--- config.mk ---
export PLATFORM = sky130hd
export DESIGN_NAME = systolic_frame_sequencer
export DESIGN_NICKNAME = d
export VERILOG_FILES = /design/src/rtl/systolic_pkg.sv /design/src/rtl/systolic_lane_ser.sv /design/src/rtl/systolic_frame_sequencer.sv
export SDC_FILE = /design/constraint.sdc
export NUM_CORES = 1
export LEC_CHECK = 0
export BUFFER_PORTS_ARGS = -buffer_cell sky130_fd_sc_hd__buf_4
export CORE_MARGIN = 2
export CORE_UTILIZATION = 44
export CTS_CLUSTER_DIAMETER = 100
export DETAILED_ROUTE_END_ITERATION = 10
export HOLD_SLACK_MARGIN = 0.03
export PLACE_DENSITY_LB_ADDON = 0.1
export RECOVER_POWER = 50
export SLEW_MARGIN = 0
export SYNTH_ARGS = -nofsm -noshare
export SYNTH_HDL_FRONTEND = slang
export SYNTH_HIERARCHICAL = 1
export SYNTH_SLANG_ARGS = --single-unit
--- constraint.sdc ---
create_clock -name clk -period 1.8 [get_ports clk]
set_input_delay 0.36 -clock clk [delete_from_list [all_inputs] [get_ports clk]]
set_output_delay 0.36 -clock clk [all_outputs]
set_load 0.03 [all_outputs]
--- src/rtl/systolic_pkg.sv ---
// Shared definitions for the systolic tile link sequencer: lane address codes,
// frame geometry, sequencer state encoding and small helper functions.
package systolic_pkg;

  localparam logic [1:0] ADDR_PASS = 2'd0;
  localparam logic [1:0] ADDR_AB   = 2'd1;
  localparam logic [1:0] ADDR_C02  = 2'd2;
  localparam logic [1:0] ADDR_C13  = 2'd3;

  localparam int FRAME_LEN = 4;
  localparam int NIB_W     = 4;
  localparam int WORD_W    = FRAME_LEN * NIB_W;
  localparam int CTRL_W    = FRAME_LEN;

  typedef enum logic [1:0] {
    IDLE   = 2'd0,
    STREAM = 2'd1,
    DRAIN  = 2'd2
  } seq_state_e;

  // Control word sent alongside a data word: address in the top two bits.
  function automatic logic [CTRL_W-1:0] frame_ctrl(input logic [1:0] addr);
    return {addr, 2'b00};
  endfunction

  // Saturating 16-bit increment used by the statistics counters.
  function automatic logic [15:0] sat_inc16(input logic [15:0] v);
    return (v == 16'hFFFF) ? v : (v + 16'd1);
  endfunction

endpackage

--- src/rtl/systolic_lane_ser.sv ---
// One-lane frame serialiser: holds a 16-bit data word and 4-bit control word
// for the current frame and drives the registered nibble/bit for each fcnt slot.
// A new frame is loaded on the fcnt==3 cycle so its first nibble appears at fcnt==0.
module systolic_lane_ser
  import systolic_pkg::*;
(
  input  logic              clk,
  input  logic              rst,
  input  logic [1:0]        fcnt,
  input  logic              load,
  input  logic [WORD_W-1:0] load_word,
  input  logic [CTRL_W-1:0] load_ctrl,
  output logic [NIB_W-1:0]  nib,
  output logic              ctrl
);

  logic [WORD_W-1:0] word_r;
  logic [CTRL_W-1:0] ctrl_r;
  logic [WORD_W-1:0] word_s;
  logic [CTRL_W-1:0] ctrl_s;
  logic [1:0]        idx_s;
  logic [NIB_W-1:0]  nib_s;
  logic              bit_s;

  // Select the frame being sent next cycle and the slot it occupies.
  always_comb begin
    word_s = word_r;
    ctrl_s = ctrl_r;
    if (load) begin
      word_s = load_word;
      ctrl_s = load_ctrl;
    end else begin
      word_s = word_r;
      ctrl_s = ctrl_r;
    end
    idx_s = fcnt + 2'd1;
    case (idx_s)
      2'd0:    begin nib_s = word_s[15:12]; bit_s = ctrl_s[3]; end
      2'd1:    begin nib_s = word_s[11:8];  bit_s = ctrl_s[2]; end
      2'd2:    begin nib_s = word_s[7:4];   bit_s = ctrl_s[1]; end
      2'd3:    begin nib_s = word_s[3:0];   bit_s = ctrl_s[0]; end
      default: begin nib_s = 4'd0;          bit_s = 1'b0;      end
    endcase
  end

  // Frame holding registers and registered lane outputs.
  always_ff @(posedge clk) begin
    if (rst) begin
      word_r <= 16'd0;
      ctrl_r <= 4'd0;
      nib    <= 4'd0;
      ctrl   <= 1'b0;
    end else begin
      word_r <= word_s;
      ctrl_r <= ctrl_s;
      nib    <= nib_s;
      ctrl   <= bit_s;
    end
  end

endmodule

--- src/rtl/systolic_frame_sequencer.sv ---
// Host-side scheduler for the nibble-serial systolic tile link. Accepts word
// commands, serialises them over 4-cycle frames, inserts idle frames, runs
// drain sequences and deserialises returning frames into word responses.
// Optional statistics counters are built when SYSTOLIC_SEQ_STATS_EN is defined.
module systolic_frame_sequencer
  import systolic_pkg::*;
#(
  parameter int DRAIN_FRAMES = 2,
  parameter int RX_PHASE     = 3
) (
  input  logic        clk,
  input  logic        rst,
  input  logic        cmd_valid,
  output logic        cmd_ready,
  input  logic [1:0]  cmd_col_addr,
  input  logic [1:0]  cmd_row_addr,
  input  logic [15:0] cmd_col_word,
  input  logic [15:0] cmd_row_word,
  input  logic        drain_req,
  output logic        busy,
  output logic        drain_done,
  output logic [3:0]  col_nib,
  output logic        col_ctrl,
  output logic [3:0]  row_nib,
  output logic        row_ctrl,
  input  logic [3:0]  ret_col_nib,
  input  logic        ret_col_ctrl,
  input  logic [3:0]  ret_row_nib,
  input  logic        ret_row_ctrl,
  output logic        rsp_valid,
  output logic [1:0]  rsp_col_addr,
  output logic [1:0]  rsp_row_addr,
  output logic [15:0] rsp_col_word,
  output logic [15:0] rsp_row_word
`ifdef SYSTOLIC_SEQ_STATS_EN
  ,
  output logic [15:0] stat_mac,
  output logic [15:0] stat_rsp
`endif
);

  localparam logic [7:0] DRAIN_LAST = 8'(DRAIN_FRAMES - 1);
  localparam logic [1:0] RX_PH      = 2'(RX_PHASE);

  logic [1:0]  fcnt_r;
  seq_state_e  state_r;
  logic        drain_flag_r;
  logic [7:0]  drain_cnt_r;

  logic [1:0]  fcnt_s;
  seq_state_e  state_s;
  logic        drain_flag_s;
  logic [7:0]  drain_cnt_s;
  logic        drain_done_s;
  logic        frame_end_s;
  logic        accept_s;
  logic        drain_want_s;

  logic [15:0] tx_col_word_s;
  logic [15:0] tx_row_word_s;
  logic [3:0]  tx_col_ctrl_s;
  logic [3:0]  tx_row_ctrl_s;

  logic [11:0] rx_col_sh_r;
  logic [11:0] rx_row_sh_r;
  logic [2:0]  rx_colc_sh_r;
  logic [2:0]  rx_rowc_sh_r;
  logic        rx_hit_s;

  assign accept_s = cmd_valid && cmd_ready;

  // Sequencer next state, sticky drain flag, drain frame count and frame contents.
  always_comb begin
    fcnt_s        = fcnt_r + 2'd1;
    frame_end_s   = (fcnt_r == 2'd3);
    drain_want_s  = drain_flag_r || drain_req;
    state_s       = state_r;
    drain_cnt_s   = drain_cnt_r;
    drain_flag_s  = drain_flag_r;
    drain_done_s  = 1'b0;
    tx_col_word_s = 16'd0;
    tx_row_word_s = 16'd0;
    tx_col_ctrl_s = 4'd0;
    tx_row_ctrl_s = 4'd0;

    case (state_r)
      IDLE, STREAM: begin
        if (frame_end_s && accept_s) begin
          state_s = STREAM;
        end else if (frame_end_s && drain_want_s) begin
          state_s     = DRAIN;
          drain_cnt_s = 8'd0;
        end else if (frame_end_s) begin
          state_s = IDLE;
        end else begin
          state_s = state_r;
        end
      end
      DRAIN: begin
        if (frame_end_s && (drain_cnt_r == DRAIN_LAST)) begin
          state_s = IDLE;
        end else if (frame_end_s) begin
          drain_cnt_s = drain_cnt_r + 8'd1;
        end else begin
          state_s = DRAIN;
        end
        if ((fcnt_r == 2'd2) && (drain_cnt_r == DRAIN_LAST)) begin
          drain_done_s = 1'b1;
        end else begin
          drain_done_s = 1'b0;
        end
      end
      default: begin
        state_s     = IDLE;
        drain_cnt_s = 8'd0;
      end
    endcase

    // Drain requests are remembered until DRAIN starts; ignored while draining.
    if ((state_s == DRAIN) && (state_r != DRAIN)) begin
      drain_flag_s = 1'b0;
    end else if (drain_req && (state_r != DRAIN)) begin
      drain_flag_s = 1'b1;
    end else begin
      drain_flag_s = drain_flag_r;
    end

    if (accept_s) begin
      tx_col_word_s = cmd_col_word;
      tx_row_word_s = cmd_row_word;
      tx_col_ctrl_s = frame_ctrl(cmd_col_addr);
      tx_row_ctrl_s = frame_ctrl(cmd_row_addr);
    end else begin
      tx_col_word_s = 16'd0;
      tx_row_word_s = 16'd0;
      tx_col_ctrl_s = 4'd0;
      tx_row_ctrl_s = 4'd0;
    end
  end

  // Frame counter, FSM state and registered handshake/status outputs.
  always_ff @(posedge clk) begin
    if (rst) begin
      fcnt_r       <= 2'd0;
      state_r      <= IDLE;
      drain_flag_r <= 1'b0;
      drain_cnt_r  <= 8'd0;
      cmd_ready    <= 1'b0;
      busy         <= 1'b0;
      drain_done   <= 1'b0;
    end else begin
      fcnt_r       <= fcnt_s;
      state_r      <= state_s;
      drain_flag_r <= drain_flag_s;
      drain_cnt_r  <= drain_cnt_s;
      cmd_ready    <= (fcnt_s == 2'd3) && (state_s != DRAIN);
      busy         <= (state_s != IDLE) || drain_flag_s;
      drain_done   <= drain_done_s;
    end
  end

  systolic_lane_ser u_col_ser (
    .clk       (clk),
    .rst       (rst),
    .fcnt      (fcnt_r),
    .load      (frame_end_s),
    .load_word (tx_col_word_s),
    .load_ctrl (tx_col_ctrl_s),
    .nib       (col_nib),
    .ctrl      (col_ctrl)
  );

  systolic_lane_ser u_row_ser (
    .clk       (clk),
    .rst       (rst),
    .fcnt      (fcnt_r),
    .load      (frame_end_s),
    .load_word (tx_row_word_s),
    .load_ctrl (tx_row_ctrl_s),
    .nib       (row_nib),
    .ctrl      (row_ctrl)
  );

  // A returning frame carries something when either address (ctrl[3:2]) is non-pass.
  assign rx_hit_s = (fcnt_r == RX_PH) &&
                    ((rx_colc_sh_r[2:1] != ADDR_PASS) || (rx_rowc_sh_r[2:1] != ADDR_PASS));

  // Receive shift registers and response capture on the last nibble of a frame.
  always_ff @(posedge clk) begin
    if (rst) begin
      rx_col_sh_r  <= 12'd0;
      rx_row_sh_r  <= 12'd0;
      rx_colc_sh_r <= 3'd0;
      rx_rowc_sh_r <= 3'd0;
      rsp_valid    <= 1'b0;
      rsp_col_addr <= 2'd0;
      rsp_row_addr <= 2'd0;
      rsp_col_word <= 16'd0;
      rsp_row_word <= 16'd0;
    end else begin
      rx_col_sh_r  <= {rx_col_sh_r[7:0], ret_col_nib};
      rx_row_sh_r  <= {rx_row_sh_r[7:0], ret_row_nib};
      rx_colc_sh_r <= {rx_colc_sh_r[1:0], ret_col_ctrl};
      rx_rowc_sh_r <= {rx_rowc_sh_r[1:0], ret_row_ctrl};
      rsp_valid    <= rx_hit_s;
      if (rx_hit_s) begin
        rsp_col_addr <= rx_colc_sh_r[2:1];
        rsp_row_addr <= rx_rowc_sh_r[2:1];
        rsp_col_word <= {rx_col_sh_r, ret_col_nib};
        rsp_row_word <= {rx_row_sh_r, ret_row_nib};
      end else begin
        rsp_col_addr <= rsp_col_addr;
        rsp_row_addr <= rsp_row_addr;
        rsp_col_word <= rsp_col_word;
        rsp_row_word <= rsp_row_word;
      end
    end
  end

`ifdef SYSTOLIC_SEQ_STATS_EN
  // Saturating counters of MAC frames sent and responses delivered.
  always_ff @(posedge clk) begin
    if (rst) begin
      stat_mac <= 16'd0;
      stat_rsp <= 16'd0;
    end else begin
      if (accept_s && (cmd_col_addr == ADDR_AB) && (cmd_row_addr == ADDR_AB)) begin
        stat_mac <= sat_inc16(stat_mac);
      end else begin
        stat_mac <= stat_mac;
      end
      if (rx_hit_s) begin
        stat_rsp <= sat_inc16(stat_rsp);
      end else begin
        stat_rsp <= stat_rsp;
      end
    end
  end
`endif

endmodule

==> impl_metrics.py <==
metrics = {
    "route": {
        "via_per_inst": 5.01,
        "drt_iter0_drc": 197,
        "postRouteAntennaNets": 0,
        "drt-total-wl_um": 10800,
        "drcViolationCount": 0,
        "vias": 4005,
        "firstDrtPassIters": 4,
        "post_drt_wl_per_cell_um": 13.5,
    },
    "clock_tree": {
        "clock-sinks": 133,
        "insertion_delay_ns": 0.41,
        "cts_setup_buffers": 0,
        "cts.reportedPaths.clkPinSlew_ns": 0.06,
        "tritoncts": "yes",
        "cts_max_level": 4,
        "cts_buffers": 17,
        "ctsResizeCount": 0,
        "root_buffer": "clkbuf_16",
        "clockBufferDepth": 2,
    },
    "finish": {
        "multi_input_area_um2": 2250,
        "layout.nets": 701,
        "antennaDiodeCount": 0,
        "area_delta_synth_final_pct": 26.1,
        "fillers": 1059,
        "ff_latch_area_um2": 2660,
        "drive_above_1_share_pct": 16.1,
    },
    "sta": {
        "period_share_pct": 97.6,
        "worstMarginPinSlew_ns": 0.699,
        "hold_viol": 0,
        "worst_slack_ns": 0.0432,
        "tns_ns": 0,
        "grt_setup_unrepaired": "true",
        "final.min_clock_period_ns": 1.76,
        "finalMaxSlewViolations": 0,
        "setup_violations": 0,
        "fmax_mhz": 569,
        "relSlewSlack_pct": 53.4,
        "finalHoldWorstSlack_ns": 0.161,
        "finClkSkew_ns": 0.00515,
    },
    "critical_path": {
        "worst_ep_required_time_ns": 2.09,
        "worstSetupStartpointType": "flop",
        "critPathKind": "flop to flop",
        "arrival_ns": 2.05,
        "path_max_fanout": 7,
        "crit_path_end_kind": "flop",
    },
    "grt": {
        "grt_max_degree": 67,
        "overflow": 0,
        "grt_usage_pct": 17.9,
        "grt_pass1_vias": 3944,
        "antenna_found_initial": 0,
        "grt_pass1_wl_um": 18200,
    },
    "synth": {
        "synth_warnings": 6,
        "netlist.area_leader.share_pct": 52.4,
        "yosys_register_bits": 133,
        "synth_top_cells_by_area": "dfxtp_1 52%, mux2i_1 9.1%, nand2_1 6.4%",
        "synth_edf_count": 0,
        "synth_cell_types": 38,
        "ys_seq_area_share_pct": 52.4,
        "synth-async-reset-ratio_pct": 0,
        "synth.avg_cell_area_um2": 9.37,
        "netlist_instances": 542,
        "ys.flop_type": "dfxtp_1",
        "mappedNetlistArea_um2": 5080,
        "ys_top_cells_by_count": "133 x dfxtp_1, 86 x nand2_1, 49 x a21oi_1",
        "yosysMostFrequentCell": "dfxtp_1",
        "synth_top_area_cell": "dfxtp_1",
    },
    "floorplan": {
        "die_w_um": 111,
        "fp.dieArea_um2": 12400,
        "num_io_pins": 100,
        "fp.dieH_um": 111,
        "rows": 39,
        "start_util_pct": 44.8,
        "coreArea_um2": 11300,
    },
    "placed_design": {
        "gp_congestion": 0.772,
        "dp_hpwl_um": 7160,
        "port_buffers": 99,
        "dp_slack_ns": 0.0457,
    },
    "job": {
        "max_cap_violations": 0,
    },
    "pwr": {
        "power_frac_seq_pct": 44.9,
        "p_leak_nw": 2.58,
        "combPwrFrac_pct": 7.9,
        "powerDensity_nw_per_um2": 1060,
        "p_int_mw": 5.20,
        "power_switching_mw": 1.59,
        "ir_worst_vdd_v": 0.000631,
        "pwr-share-clk_pct": 47.3,
        "swShare_pct": 23.4,
    },
    "hold_path": {
        "hp-class": "input pin to flop",
    },
    "status": {
        "status": "finished, final reports clean",
    },
}
## metal layers
metal	part of all wire (%)	track usage [%]	routed length [um]	vias up
li1	-	-	-	2036
met1	43	21.5	4680	1844
met2	48	28.9	5160	104
met3	6.7	6.53	727	21
met4	2.2	8.31	237	0
met5	0	0	0	-
## critical path: stages, from the launching register on
cell	delay, ns
dfxtp_1	0.35
inv_1	0.10
ha_1	0.15
or4b_4	0.49
o211ai_4	0.27
a211oi_1	0.14
mux2i_1	0.13
## power by group through the flow
| stage | Clock [mW] | Combinational [mW] | Sequential, mW |
|---|---|---|---|
| 3_3_place_gp | 0 | 0.559 | 3.11 |
| 6_report | 3.21 | 0.534 | 3.05 |
| 3_5_place_dp | 0 | 0.568 | 3.11 |
| 2_1_floorplan | 0 | 0.271 | 3.18 |
| 4_1_cts | 3.29 | 0.570 | 3.05 |
| 5_1_grt | 3.41 | 0.586 | 3.05 |
## flip-flops by register name (all words and copies together) (netlist names), 4 cells and up
| name | flops |
|---|---|
| rsp_col_word | 16 |
| rsp_row_word | 16 |
| u_col_ser/word_r | 16 |
| u_row_ser/word_r | 16 |
| rx_col_sh_r | 12 |
| rx_row_sh_r | 12 |
| drain_cnt_r | 8 |
| u_col_ser/ctrl_r | 4 |
| u_col_ser/nib | 4 |
| u_row_ser/ctrl_r | 4 |
| u_row_ser/nib | 4 |
## cells in the final DEF, fill, tap and decap left out, types with 2 or more instances in the layout
| cell | netlist | layout |
|---|---|---|
| ha_1 | 5 | 4 |
| and3_1 | 45 | 45 |
| nand2b_1 | 7 | 7 |
| clkinvlp_4 | 0 | 4 |
| nand3_1 | 6 | 6 |
| inv_1 | 5 | 5 |
| nor4b_1 | 2 | 2 |
| a22o_1 | 5 | 5 |
| buf_12 | 0 | 4 |
| buf_4 | 2 | 60 |
| clkbuf_16 | 0 | 17 |
| mux2i_1 | 46 | 46 |
| nand2_1 | 86 | 86 |
| dfxtp_1 | 133 | 133 |
| nor3_2 | 2 | 2 |
| a21oi_1 | 49 | 49 |
| nor3_1 | 2 | 2 |
| a211oi_1 | 2 | 2 |
| and2_1 | 3 | 3 |
| conb_1 | 1 | 4 |
| nor2_1 | 47 | 47 |
| a22oi_1 | 10 | 10 |
| clkinv_4 | 0 | 3 |
| clkinv_2 | 0 | 2 |
| a31oi_1 | 3 | 3 |
| clkbuf_8 | 0 | 2 |
| nor2b_1 | 35 | 35 |
| clkbuf_1 | 25 | 50 |
## per-stage QoR
step,instance area (um^2),total power [mW],utilization (%),std cells
detailed placement,6050,3.68,53.4,770
global route,6400,7.06,56.6,800
CTS,6610,6.91,58.3,800
finish,6400,6.79,56.6,800
floorplan,5090,3.45,-,545
global placement,6050,3.67,53.4,770
## area by class of cell
cell class,instances,area share [%]
multi-input cells,373,35.2
clock buffers,19,7.07
clock inverters,11,1.64
well taps,143,2.79
inverters,5,0.293
repair buffers,116,11.4
flip-flops and latches,133,41.6
## timing repair
| action | 4_1_cts | 5_1_grt |
|---|---|---|
| setup endpoints to repair | 0 | 7 |
| hold buffers | 0 | 0 |
| endpoints found under the hold margin | 0 | 0 |
## cells by family (layout without fill, tap and decap cells)
kind of cell             after synthesis  after routing  synth area share (%)
flip-flops                           133            133                  52.4
adder cells (fa/ha/maj)                5              5                  1.23
AO/OA/AOI/OAI                         77             77                  10.3
AND/OR/NAND/NOR                      240            240                  23.3
XOR/XNOR                               1              1                 0.173
buffers and inverters                 39            151                  3.45
other                                  1              4                0.0739
multiplexers                          46             46                  9.07
## worst paths after layout
| kind | from | to | slack (ns) | depth (start not counted) |
|---|---|---|---|---|
| worst min-delay path | ret_row_ctrl | rx_rowc_sh_r[0]$_SDFF_PP0_ | 0.16 | 2 |
| worst max register to register | drain_cnt_r[1]$_SDFFE_PP0P_ | drain_cnt_r[7]$_SDFFE_PP0P_ | 0.04 | 6 |
| worst min register to register | rx_colc_sh_r[0]$_SDFF_PP0_ | rx_colc_sh_r[1]$_SDFF_PP0_ | 0.43 | 1 |
| worst max-delay path | drain_cnt_r[1]$_SDFFE_PP0P_ | drain_cnt_r[7]$_SDFFE_PP0P_ | 0.04 | 6 |
(Power assumes the default switching activity.)
